<file path="config.mk">
export PLATFORM = sky130hd
export DESIGN_NAME = fc_mac_sequencer_flat
export DESIGN_NICKNAME = d
export VERILOG_FILES = /design/src/rtl/fc_pkg.sv /design/src/rtl/fc_mac_sequencer_if.sv /design/src/rtl/fc_bias_relu_sat.sv /design/src/rtl/fc_mac_sequencer.sv /design/src/flat_wrapper.sv
export SDC_FILE = /design/constraint.sdc
export NUM_CORES = 1
export LEC_CHECK = 0
export ABC_AREA = 1
export BUFFER_PORTS_ARGS = -buffer_cell sky130_fd_sc_hd__buf_2
export CAP_MARGIN = 20
export CORE_MARGIN = 2
export CORE_UTILIZATION = 30
export DETAILED_ROUTE_END_ITERATION = 6
export PLACE_DENSITY = 0.62
export SYNTH_ARGS = -nofsm -noshare
export SYNTH_HDL_FRONTEND = slang
export SYNTH_HIERARCHICAL = 1
export SYNTH_SLANG_ARGS = --single-unit
</file>
<file path="constraint.sdc">
create_clock -name clk -period 2.3 [get_ports clk]
set_input_delay 0.115 -clock clk [delete_from_list [all_inputs] [get_ports clk]]
set_output_delay 0.115 -clock clk [all_outputs]
set_load 0.02 [all_outputs]
</file>
<file path="src/rtl/fc_pkg.sv">
// fc_pkg: shared widths, FSM states and output saturation for the FC/conv datapath
package fc_pkg;
    localparam int DATA_W = 16;
    localparam int FRAC_W = 10;
    localparam int ACC_W  = 24;
    typedef enum logic [2:0] {FETCH, LOAD, RUN, BIAS, OUT} fc_state_e;
    // Returns {clipped, value}; the input is any signed sum sign-extended to 64 bits
    function automatic logic [DATA_W:0] sat_to_data(input logic signed [63:0] v);
        logic signed [63:0] hi, lo;
        hi = (64'sd1 <<< (DATA_W - 1)) - 64'sd1;
        lo = -(64'sd1 <<< (DATA_W - 1));
        return v > hi ? {1'b1, hi[DATA_W-1:0]} : v < lo ? {1'b1, lo[DATA_W-1:0]} : {1'b0, v[DATA_W-1:0]};
    endfunction
endpackage

</file>
<file path="src/rtl/fc_mac_sequencer_if.sv">
// fc_mac_sequencer_if: operand stream, multiplier link and result stream of one FC neuron
interface fc_mac_sequencer_if #(parameter int DATA_W = fc_pkg::DATA_W);
    logic              op_valid, op_ready, op_last;
    logic [DATA_W-1:0] op_x, op_w, bias;
    logic [DATA_W-1:0] mul_m, mul_r, mul_result;
    logic              mul_reset, mul_enable, mul_finish;
    logic              out_valid, out_ready, out_ovf;
    logic [DATA_W-1:0] out_data;
    modport master (
        output op_valid, op_x, op_w, op_last, bias, mul_finish, mul_result, out_ready,
        input  op_ready, mul_m, mul_r, mul_reset, mul_enable, out_valid, out_data, out_ovf
    );
    modport slave (
        input  op_valid, op_x, op_w, op_last, bias, mul_finish, mul_result, out_ready,
        output op_ready, mul_m, mul_r, mul_reset, mul_enable, out_valid, out_data, out_ovf
    );
endinterface

</file>
<file path="src/rtl/fc_bias_relu_sat.sv">
// fc_bias_relu_sat: adds bias to an accumulated sum, applies optional ReLU, saturates to DATA_W
module fc_bias_relu_sat #(
    parameter int DATA_W  = fc_pkg::DATA_W,
    parameter int ACC_W   = fc_pkg::ACC_W,
    parameter bit RELU_EN = 1'b1
) (
    input  logic signed [ACC_W-1:0]  acc,
    input  logic signed [DATA_W-1:0] bias,
    output logic        [DATA_W-1:0] data,
    output logic                     ovf
);
    import fc_pkg::*;
    logic signed [ACC_W:0] sum, act;
    always_comb begin
        sum = {acc[ACC_W-1], acc} + {{(ACC_W + 1 - DATA_W){bias[DATA_W-1]}}, bias};
        act = (RELU_EN && sum < 0) ? '0 : sum;
        {ovf, data} = sat_to_data(64'(act));
    end
endmodule

</file>
<file path="src/rtl/fc_mac_sequencer.sv">
// fc_mac_sequencer: runs one FC neuron's dot product through an external Booth multiplier,
// then adds bias, applies ReLU and saturates the result for the layer writer.
module fc_mac_sequencer #(
    parameter int DATA_W  = fc_pkg::DATA_W,
    parameter int FRAC_W  = fc_pkg::FRAC_W,
    parameter int ACC_W   = fc_pkg::ACC_W,
    parameter bit RELU_EN = 1'b1
) (
    input logic clk,
    input logic reset,
    fc_mac_sequencer_if.slave bus
);
    import fc_pkg::*;
    // Products arrive already scaled by the multiplier; ACC_W needs 8 guard bits for 256 terms
    if (FRAC_W >= DATA_W || ACC_W < DATA_W + 8) begin : g_bad_params
        $error("fc_mac_sequencer: unsupported FRAC_W/ACC_W");
    end
    fc_state_e               state;
    logic signed [ACC_W-1:0] acc;
    logic [DATA_W-1:0]       bias_q, sat_data;
    logic                    last_q, first, sat_ovf, op_fire;
    assign op_fire = bus.op_valid && bus.op_ready;
    fc_bias_relu_sat #(.DATA_W(DATA_W), .ACC_W(ACC_W), .RELU_EN(RELU_EN)) u_bias_relu_sat (
        .acc(acc), .bias(bias_q), .data(sat_data), .ovf(sat_ovf)
    );
    always_ff @(posedge clk) begin
        if (!reset) begin
            state           <= FETCH;
            acc             <= '0;
            bias_q          <= '0;
            last_q          <= 1'b0;
            first           <= 1'b1;
            bus.op_ready    <= 1'b0;
            bus.mul_m       <= '0;
            bus.mul_r       <= '0;
            bus.mul_reset   <= 1'b1;
            bus.mul_enable  <= 1'b0;
            bus.out_valid   <= 1'b0;
            bus.out_data    <= '0;
            bus.out_ovf     <= 1'b0;
        end else begin
            case (state)
                FETCH: begin
                    bus.op_ready <= !op_fire;
                    if (op_fire) begin
                        bus.mul_m <= bus.op_x;
                        bus.mul_r <= bus.op_w;
                        last_q    <= bus.op_last;
                        first     <= bus.op_last;
                        if (first) bias_q <= bus.bias;
                        state     <= LOAD;
                    end
                end
                LOAD: begin
                    bus.mul_reset  <= 1'b0;
                    bus.mul_enable <= 1'b1;
                    state          <= RUN;
                end
                RUN: if (bus.mul_finish) begin
                    acc            <= acc + {{(ACC_W - DATA_W){bus.mul_result[DATA_W-1]}}, bus.mul_result};
                    bus.mul_reset  <= 1'b1;
                    bus.mul_enable <= 1'b0;
                    bus.op_ready   <= !last_q;
                    state          <= last_q ? BIAS : FETCH;
                end
                BIAS: begin
                    bus.out_data  <= sat_data;
                    bus.out_ovf   <= sat_ovf;
                    bus.out_valid <= 1'b1;
                    acc           <= '0;
                    state         <= OUT;
                end
                OUT: if (bus.out_ready) begin
                    bus.out_valid <= 1'b0;
                    bus.op_ready  <= 1'b1;
                    state         <= FETCH;
                end
                default: state <= FETCH;
            endcase
        end
    end
endmodule
</file>
<file path="src/flat_wrapper.sv">
// flat-port wrapper written by rule: the top's interface ports become plain ports
module fc_mac_sequencer_flat import fc_pkg::*;
#(
    parameter int DATA_W  = fc_pkg::DATA_W,
    parameter int FRAC_W  = fc_pkg::FRAC_W,
    parameter int ACC_W   = fc_pkg::ACC_W,
    parameter bit RELU_EN = 1'b1
)
  (clk, reset, bus_op_valid, bus_op_x, bus_op_w, bus_op_last, bus_bias, bus_mul_finish, bus_mul_result, bus_out_ready, bus_op_ready, bus_mul_m, bus_mul_r, bus_mul_reset, bus_mul_enable, bus_out_valid, bus_out_data, bus_out_ovf);
  fc_mac_sequencer_if #(.DATA_W(DATA_W)) bus_i ();
  input logic clk;
  input logic reset;
  input wire logic [$bits(bus_i.op_valid)-1:0] bus_op_valid;
  input wire logic [$bits(bus_i.op_x)-1:0] bus_op_x;
  input wire logic [$bits(bus_i.op_w)-1:0] bus_op_w;
  input wire logic [$bits(bus_i.op_last)-1:0] bus_op_last;
  input wire logic [$bits(bus_i.bias)-1:0] bus_bias;
  input wire logic [$bits(bus_i.mul_finish)-1:0] bus_mul_finish;
  input wire logic [$bits(bus_i.mul_result)-1:0] bus_mul_result;
  input wire logic [$bits(bus_i.out_ready)-1:0] bus_out_ready;
  output wire logic [$bits(bus_i.op_ready)-1:0] bus_op_ready;
  output wire logic [$bits(bus_i.mul_m)-1:0] bus_mul_m;
  output wire logic [$bits(bus_i.mul_r)-1:0] bus_mul_r;
  output wire logic [$bits(bus_i.mul_reset)-1:0] bus_mul_reset;
  output wire logic [$bits(bus_i.mul_enable)-1:0] bus_mul_enable;
  output wire logic [$bits(bus_i.out_valid)-1:0] bus_out_valid;
  output wire logic [$bits(bus_i.out_data)-1:0] bus_out_data;
  output wire logic [$bits(bus_i.out_ovf)-1:0] bus_out_ovf;
  assign bus_i.op_valid = bus_op_valid;
  assign bus_i.op_x = bus_op_x;
  assign bus_i.op_w = bus_op_w;
  assign bus_i.op_last = bus_op_last;
  assign bus_i.bias = bus_bias;
  assign bus_i.mul_finish = bus_mul_finish;
  assign bus_i.mul_result = bus_mul_result;
  assign bus_i.out_ready = bus_out_ready;
  assign bus_op_ready = bus_i.op_ready;
  assign bus_mul_m = bus_i.mul_m;
  assign bus_mul_r = bus_i.mul_r;
  assign bus_mul_reset = bus_i.mul_reset;
  assign bus_mul_enable = bus_i.mul_enable;
  assign bus_out_valid = bus_i.out_valid;
  assign bus_out_data = bus_i.out_data;
  assign bus_out_ovf = bus_i.out_ovf;
  fc_mac_sequencer #(.DATA_W(DATA_W), .FRAC_W(FRAC_W), .ACC_W(ACC_W), .RELU_EN(RELU_EN)) u_core (.clk(clk), .reset(reset), .bus(bus_i));
endmodule
</file>
**After elaboration in Yosys (flattened, before gate mapping)**

Index checks and enable logic that the tools add are counted.

- Input port bits: 70
- Bits in registers: 98
- Output and inout port bits: 53
- Word-level logic and storage cells: 59

- $add $sub $neg: 2
- Mux-type cells: 19
- Equal/unequal tests: 7
- $lt $le $gt $ge: 3
- Reduce and logical (&&, ||, !) cells: 15

Operators with widths:

| operator | number |
|---|---|
| $pmux 24 s2 | 1 |
| $mux 17 | 2 |
| $add 24x16->25 | 1 |
| $gt 25x16->1 const B | 1 |
| $lt 25x1->1 const B | 1 |
| $lt 25x16->1 const B | 1 |
| $mux 25 | 1 |
| $add 24x24->24 | 1 |
| $mux 24 | 1 |
| $pmux 3 s5 | 1 |
| $mux 3 | 3 |
| $reduce_and 3->1 | 3 |
| $reduce_and 2->1 | 4 |
| $eq 3x2->1 const B | 2 |
| $pmux 1 s2 | 3 |
| $reduce_bool 2->1 | 3 |
| $mux 1 | 5 |
| $ne 2x2->1 const B | 2 |
| $eq 3x1->1 const B | 1 |
| $eq 3x3->1 const B | 1 |
| $logic_not 3->1 | 1 |
| $pmux 1 s3 | 1 |
| $reduce_bool 3->1 | 1 |
| $logic_not 1->1 | 2 |
| other kinds (3) | 3 |

**Depth between registers and ports, before layout**

- Depth in word-level cells: 6
- Mapped depth: 19
- Depth with buffers taken out: 18

**Modules after synthesis**

The synthesis kept the hierarchy.

By module, submodules not included:

| module | cells each | area an instance (um2) | instances |
|---|---|---|---|
| fc_mac_sequencer | 780 | 5,088.6 | 1 |
| fc_bias_relu_sat | 400 | 2,026.9 | 1 |

**Worst setup path before layout**

Ideal clock, no wire load.

- Path kind: reg-to-reg
- Start point: register u_core.acc[0]
- End point: register u_core.bus.out_data[10]
- Required time: 2,184 ps
- Clock period less this slack: 2,221 ps
- Data arrival time: 2,105 ps
- Setup time: 116 ps
- Stages on the path, launching flop included: 20
- Setup slack: 79 ps
- Cells stage by stage: dfxtp_1 -> ha_1 -> fa_1 -> nand2_1 -> nand2_1 -> nand3_1 -> nand2_1 -> nand2_1 -> nand2_1 -> nand2_1 -> nand2_1 -> nand2_1 -> nand2_1 -> nor2_1 -> nand2_1 -> nand2_2 -> buf_6 -> nand4_1 -> nor2_1 -> nor2_1

- Longest elaborated chain between the ends: 6
- Elaborated cells between the ends (all ways): 7

RTL lines:

| element | line | source |
|---|---|---|
| start, declared | fc_mac_sequencer.sv:19 | `logic signed [ACC_W-1:0] acc;` |
| start signal, assigned | fc_mac_sequencer.sv:60 | `acc <= acc + {{(ACC_W - DATA_W){bus.mul_result[DATA_W-1]}}, bus.mul_result};` |
| $add 24x16->25 * | fc_bias_relu_sat.sv:15 | `sum = {acc[ACC_W-1], acc} + {{(ACC_W + 1 - DATA_W){bias[DATA_W-1]}}, bias};` |
| $lt 25x1->1 | fc_bias_relu_sat.sv:16 | `act = (RELU_EN && sum < 0) ? '0 : sum;` |
| $mux 25 * | fc_bias_relu_sat.sv:16 |  |
| $lt 25x16->1 | fc_pkg.sv:12 | `return v > hi ? {1'b1, hi[DATA_W-1:0]} : v < lo ? {1'b1, lo[DATA_W-1:0]} : {1'b0, v[DATA_W-1:0]};` |
| $mux 17 | fc_pkg.sv:12 |  |
| $mux 17 * | fc_pkg.sv:12 |  |
| named net u_core.sat_data[10] | fc_mac_sequencer.sv:20 | `logic [DATA_W-1:0] bias_q, sat_data;` |
| end signal, assigned | fc_mac_sequencer.sv:67 | `bus.out_data <= sat_data;` |
| end, declared | fc_mac_sequencer_if.sv:15 | `output op_ready, mul_m, mul_r, mul_reset, mul_enable, out_valid, out_data, out_ovf` |

The timed path passes the listed nets; every way through them passes the cells marked *.
A chain may end at the register's enable or synchronous reset.

**Worst setup path after layout**

- Start point: register u_core.acc[0]
- End point: register u_core.bus.out_data[8]

Same word-level chain as after synthesis.

==> reports/summary.txt <==
Final setup viols: 9
die area: 0.0250 mm^2
critical path fanouts, max: 8
worst r2r dst: u_core/bus.out_data[8]
CTS Buf Count: 9
DP Cell Count: 1643
nets: 1494
CP max-delay cell: fa_2
DR pass1 iterations: 5
WP depth: 16
H-tree depth: 3
crit path time final: 2.36 ns
detailed placement HPWL: 17000 um
Final Util: 40.7%
worst hold path depth: 3
final hold viol count: 0
die width: 158 um
Synth cell types: 35
Max Cap Viol: 0
RR Startpoint: u_core/acc[0]
1st-iter DRT viols: 499
WL/cell: 13.5 um
initial antenna violation count: 1
placed instance area: 0.00838 mm^2
Place WS: -0.119 ns
GR Overflow Total: 0
mux cell area share after synthesis: 0%
Die Y: 158 um
root buffer cell: clkbuf_16
largest family of logic cells by synthesized area: simple AND/OR/NAND/NOR gates
Peak Freq: 424 MHz
path depth of the worst reg2reg path: 16
post-synthesis sequential area ratio: 27.6%
PwrDens: 592 mW/mm^2
final slew viol count: 0
Synth Instances: 1180
final wirelength: 22900 um
Finished Layout Cells: 1699
final antenna-violating net count: 0
Mapped Nets: 1299
critical path startpoint: u_core/acc[0]
Post-Synth Simple-Gate Area: 41.0%
WHS: 0.00798 ns
most frequent cells in the layout: 335 x nand2_1, 176 x nor2_1, 157 x inv_1, 122 x buf_2, 92 x dfxtp_1
fraction of layout instances using a drive strength above 1: 22.8%
CP endpoint: u_core/bus.out_data[8]
fin crit share: 102%
Leakage: 4.88 nW
first-pass GRT wire length: 36400 um
status: finished, violations left
CTS Sinks: 98
leading cell type in the layout, fill and taps excluded: nand2_1
Synth Register Bits: 98
Setup WS post-layout: -0.0575 ns
fillers: 2508
Buffers & Inverters on Critical Path: 2
worst skew pair latency: 0.36 ns
clk buf depth: 2
Peak VDD IR: 406 uV
unrepaired setup endpoints after global routing: true
# rows: 56
DR vias: 7888
Adder-Cell Fraction of Synth Area: 8.83%
Starting Density: 30.4%
post-synthesis xor/xnor area fraction: 0.862%
GPL Wtd Cong: 0.938
Hold Path Class: primary input to flop
Slew headroom: 28.0%
Core ar.: 0.0234 mm^2
Fin Clk Skew: 0.0118 ns
Worst Path Required: 2.55 ns
compound-gate portion of the synthesized area: 10.6%
crit-path most repeated cell: nand2_2
Power Total: 5.63 mW
Largest stage delay, worst path: 0.36 ns
CP Capture Type: flop
mapped cell area: 0.00712 mm^2
vias in the first global route: 7514
DR vias/cell: 4.64
ANT cells: 0
Yosys warnings: 6
reg-to-reg slack, setup: -0.06 ns
# IOs: 123
critical path, cell by cell: ha_4, fa_2, nand2_2, nand2_4, nand3_2, nand2_2, buf_6, nand2_2, nand4_1, nand2_1, nand2_2, o21bai_4, clkbuf_16, nand4_1, nor2_1, nor2_1
pin count of the biggest net entering global routing: 69
PortBufs: 122
Setup CP Type: flop to flop
CTS tree: done
cell area after layout: 0.00952 mm^2
DRC viols: 0
Setup TNS: -0.277 ns
Clk pin slew, worst setup/hold paths: 0.08 ns
delay-heaviest family, CP: simple AND/OR/NAND/NOR gates
crit path DAT: 2.61 ns
Critical Path Start Type: flop
Synth Area per Inst: 6.03 um^2
failing checks: setup timing
Worst Tran Pin Value: 1.08 ns
Total GRT Usage: 18.2%
Area growth syn-to-layout: 33.7%
## worst min-delay path by stage
stage,start,end
6_report,bus_bias[5],u_core/bias_q[5]
4_1_cts,bus_op_w[8],u_core/bus.mul_r[8]
5_1_grt,bus_op_w[9],u_core/bus.mul_r[9]
3_5_place_dp,bus_op_x[0],u_core/bus.mul_m[0]
2_1_floorplan,bus_op_x[0],u_core/bus.mul_m[0]
3_3_place_gp,bus_op_x[13],u_core/bus.mul_m[13]
## cell families after synthesis
group / count (synthesis)
buffers and inverters: 195
AOI/OAI and AO/OA: 145
adders and majority gates: 49
xor gates and xnor gates: 7
other: 1
and+or+nand+nor: 685
DFF: 98
## repair_timing
item | in CTS | in global routing
resized for setup | 28 | 57
hold buffers | 28 | 0
endpoints found under the setup margin | 16 | 18
cloned | 1 | 1
buffers inserted | 1 | 9
hold endpoints to repair | 28 | 0
pin swaps | 8 | 49
## layout make-up
cell class	count	area, um^2	area share, %
multi-input combinational	887	4770	50.1
inverter	166	623	6.55
tap	319	399	4.19
sequential	98	1970	20.7
clock buffer	11	253	2.66
clock inverter	5	46.3	0.486
timing repair buffer	213	1460	15.3
## worst min-delay path: stages
cell,delay (ns)
buf_2,0.08
o21ai_1,0.06
nor2_1,0.08
## per-layer routing
| metal | track usage, % | up-vias | wire length (um) |
|---|---|---|---|
| met4 | 6.22 | 2 | 555 |
| met1 | 22.6 | 3504 | 10200 |
| met5 | 0 | - | 13 |
| met3 | 3.67 | 34 | 1470 |
| li1 | - | 4101 | - |
| met2 | 31.5 | 247 | 10700 |
## cell usage after synthesis
library cell    n  area [um^2]
a211oi_1        1         7.51
a21o_1          1         7.51
a21oi_1        64          320
a31o_2          2         17.5
and2_1          3         18.8
buf_2           3         15.0
buf_4           7         52.6
buf_6           3         33.8
clkbuf_1       16         60.1
conb_1          1         3.75
dfxtp_1        98         1960
fa_1            2         40.0
ha_1           47          588
inv_1         158          593
inv_2           8         30.0
nand2_1       352         1320
nand2_2        12         75.1
nand2_4         1         11.3
nand3_1        61          305
nand3_2         1         10.0
nand3b_1       11         82.6
nand4_1        27          169
nor2_1        185          694
nor2_2          6         37.5
nor2_4          4         45.0
nor3_1          5         25.0
nor3_2          2         20.0
nor3_4          1         16.3
o211a_1         1         10.0
o21ai_0        68          340
o21ai_1         7         35.0
o21bai_4        1         18.8
or2_2          14         87.6
xnor2_1         1         8.76
xor2_1          6         52.6
## sequential cells by signal (all words and copies together) (netlist names)
signal                 flops
u_core/acc                24
u_core/bias_q             16
u_core/bus.mul_m          16
u_core/bus.mul_r          16
u_core/bus.out_data       16
u_core/state               3
u_core/bus.mul_enable      1
u_core/bus.mul_reset       1
u_core/bus.op_ready        1
u_core/bus.out_ovf         1
u_core/bus.out_valid       1
u_core/first               1
u_core/last_q              1
## report_power, final
| group | switching [mW] | total, mW | internal, mW |
|---|---|---|---|
| logic | 1.15 | 2.04 | 0.890 |
| registers | 0.134 | 2.02 | 1.88 |
| clock network | 0.765 | 1.58 | 0.813 |
Note: power is estimated with default switching activity, not from simulation.
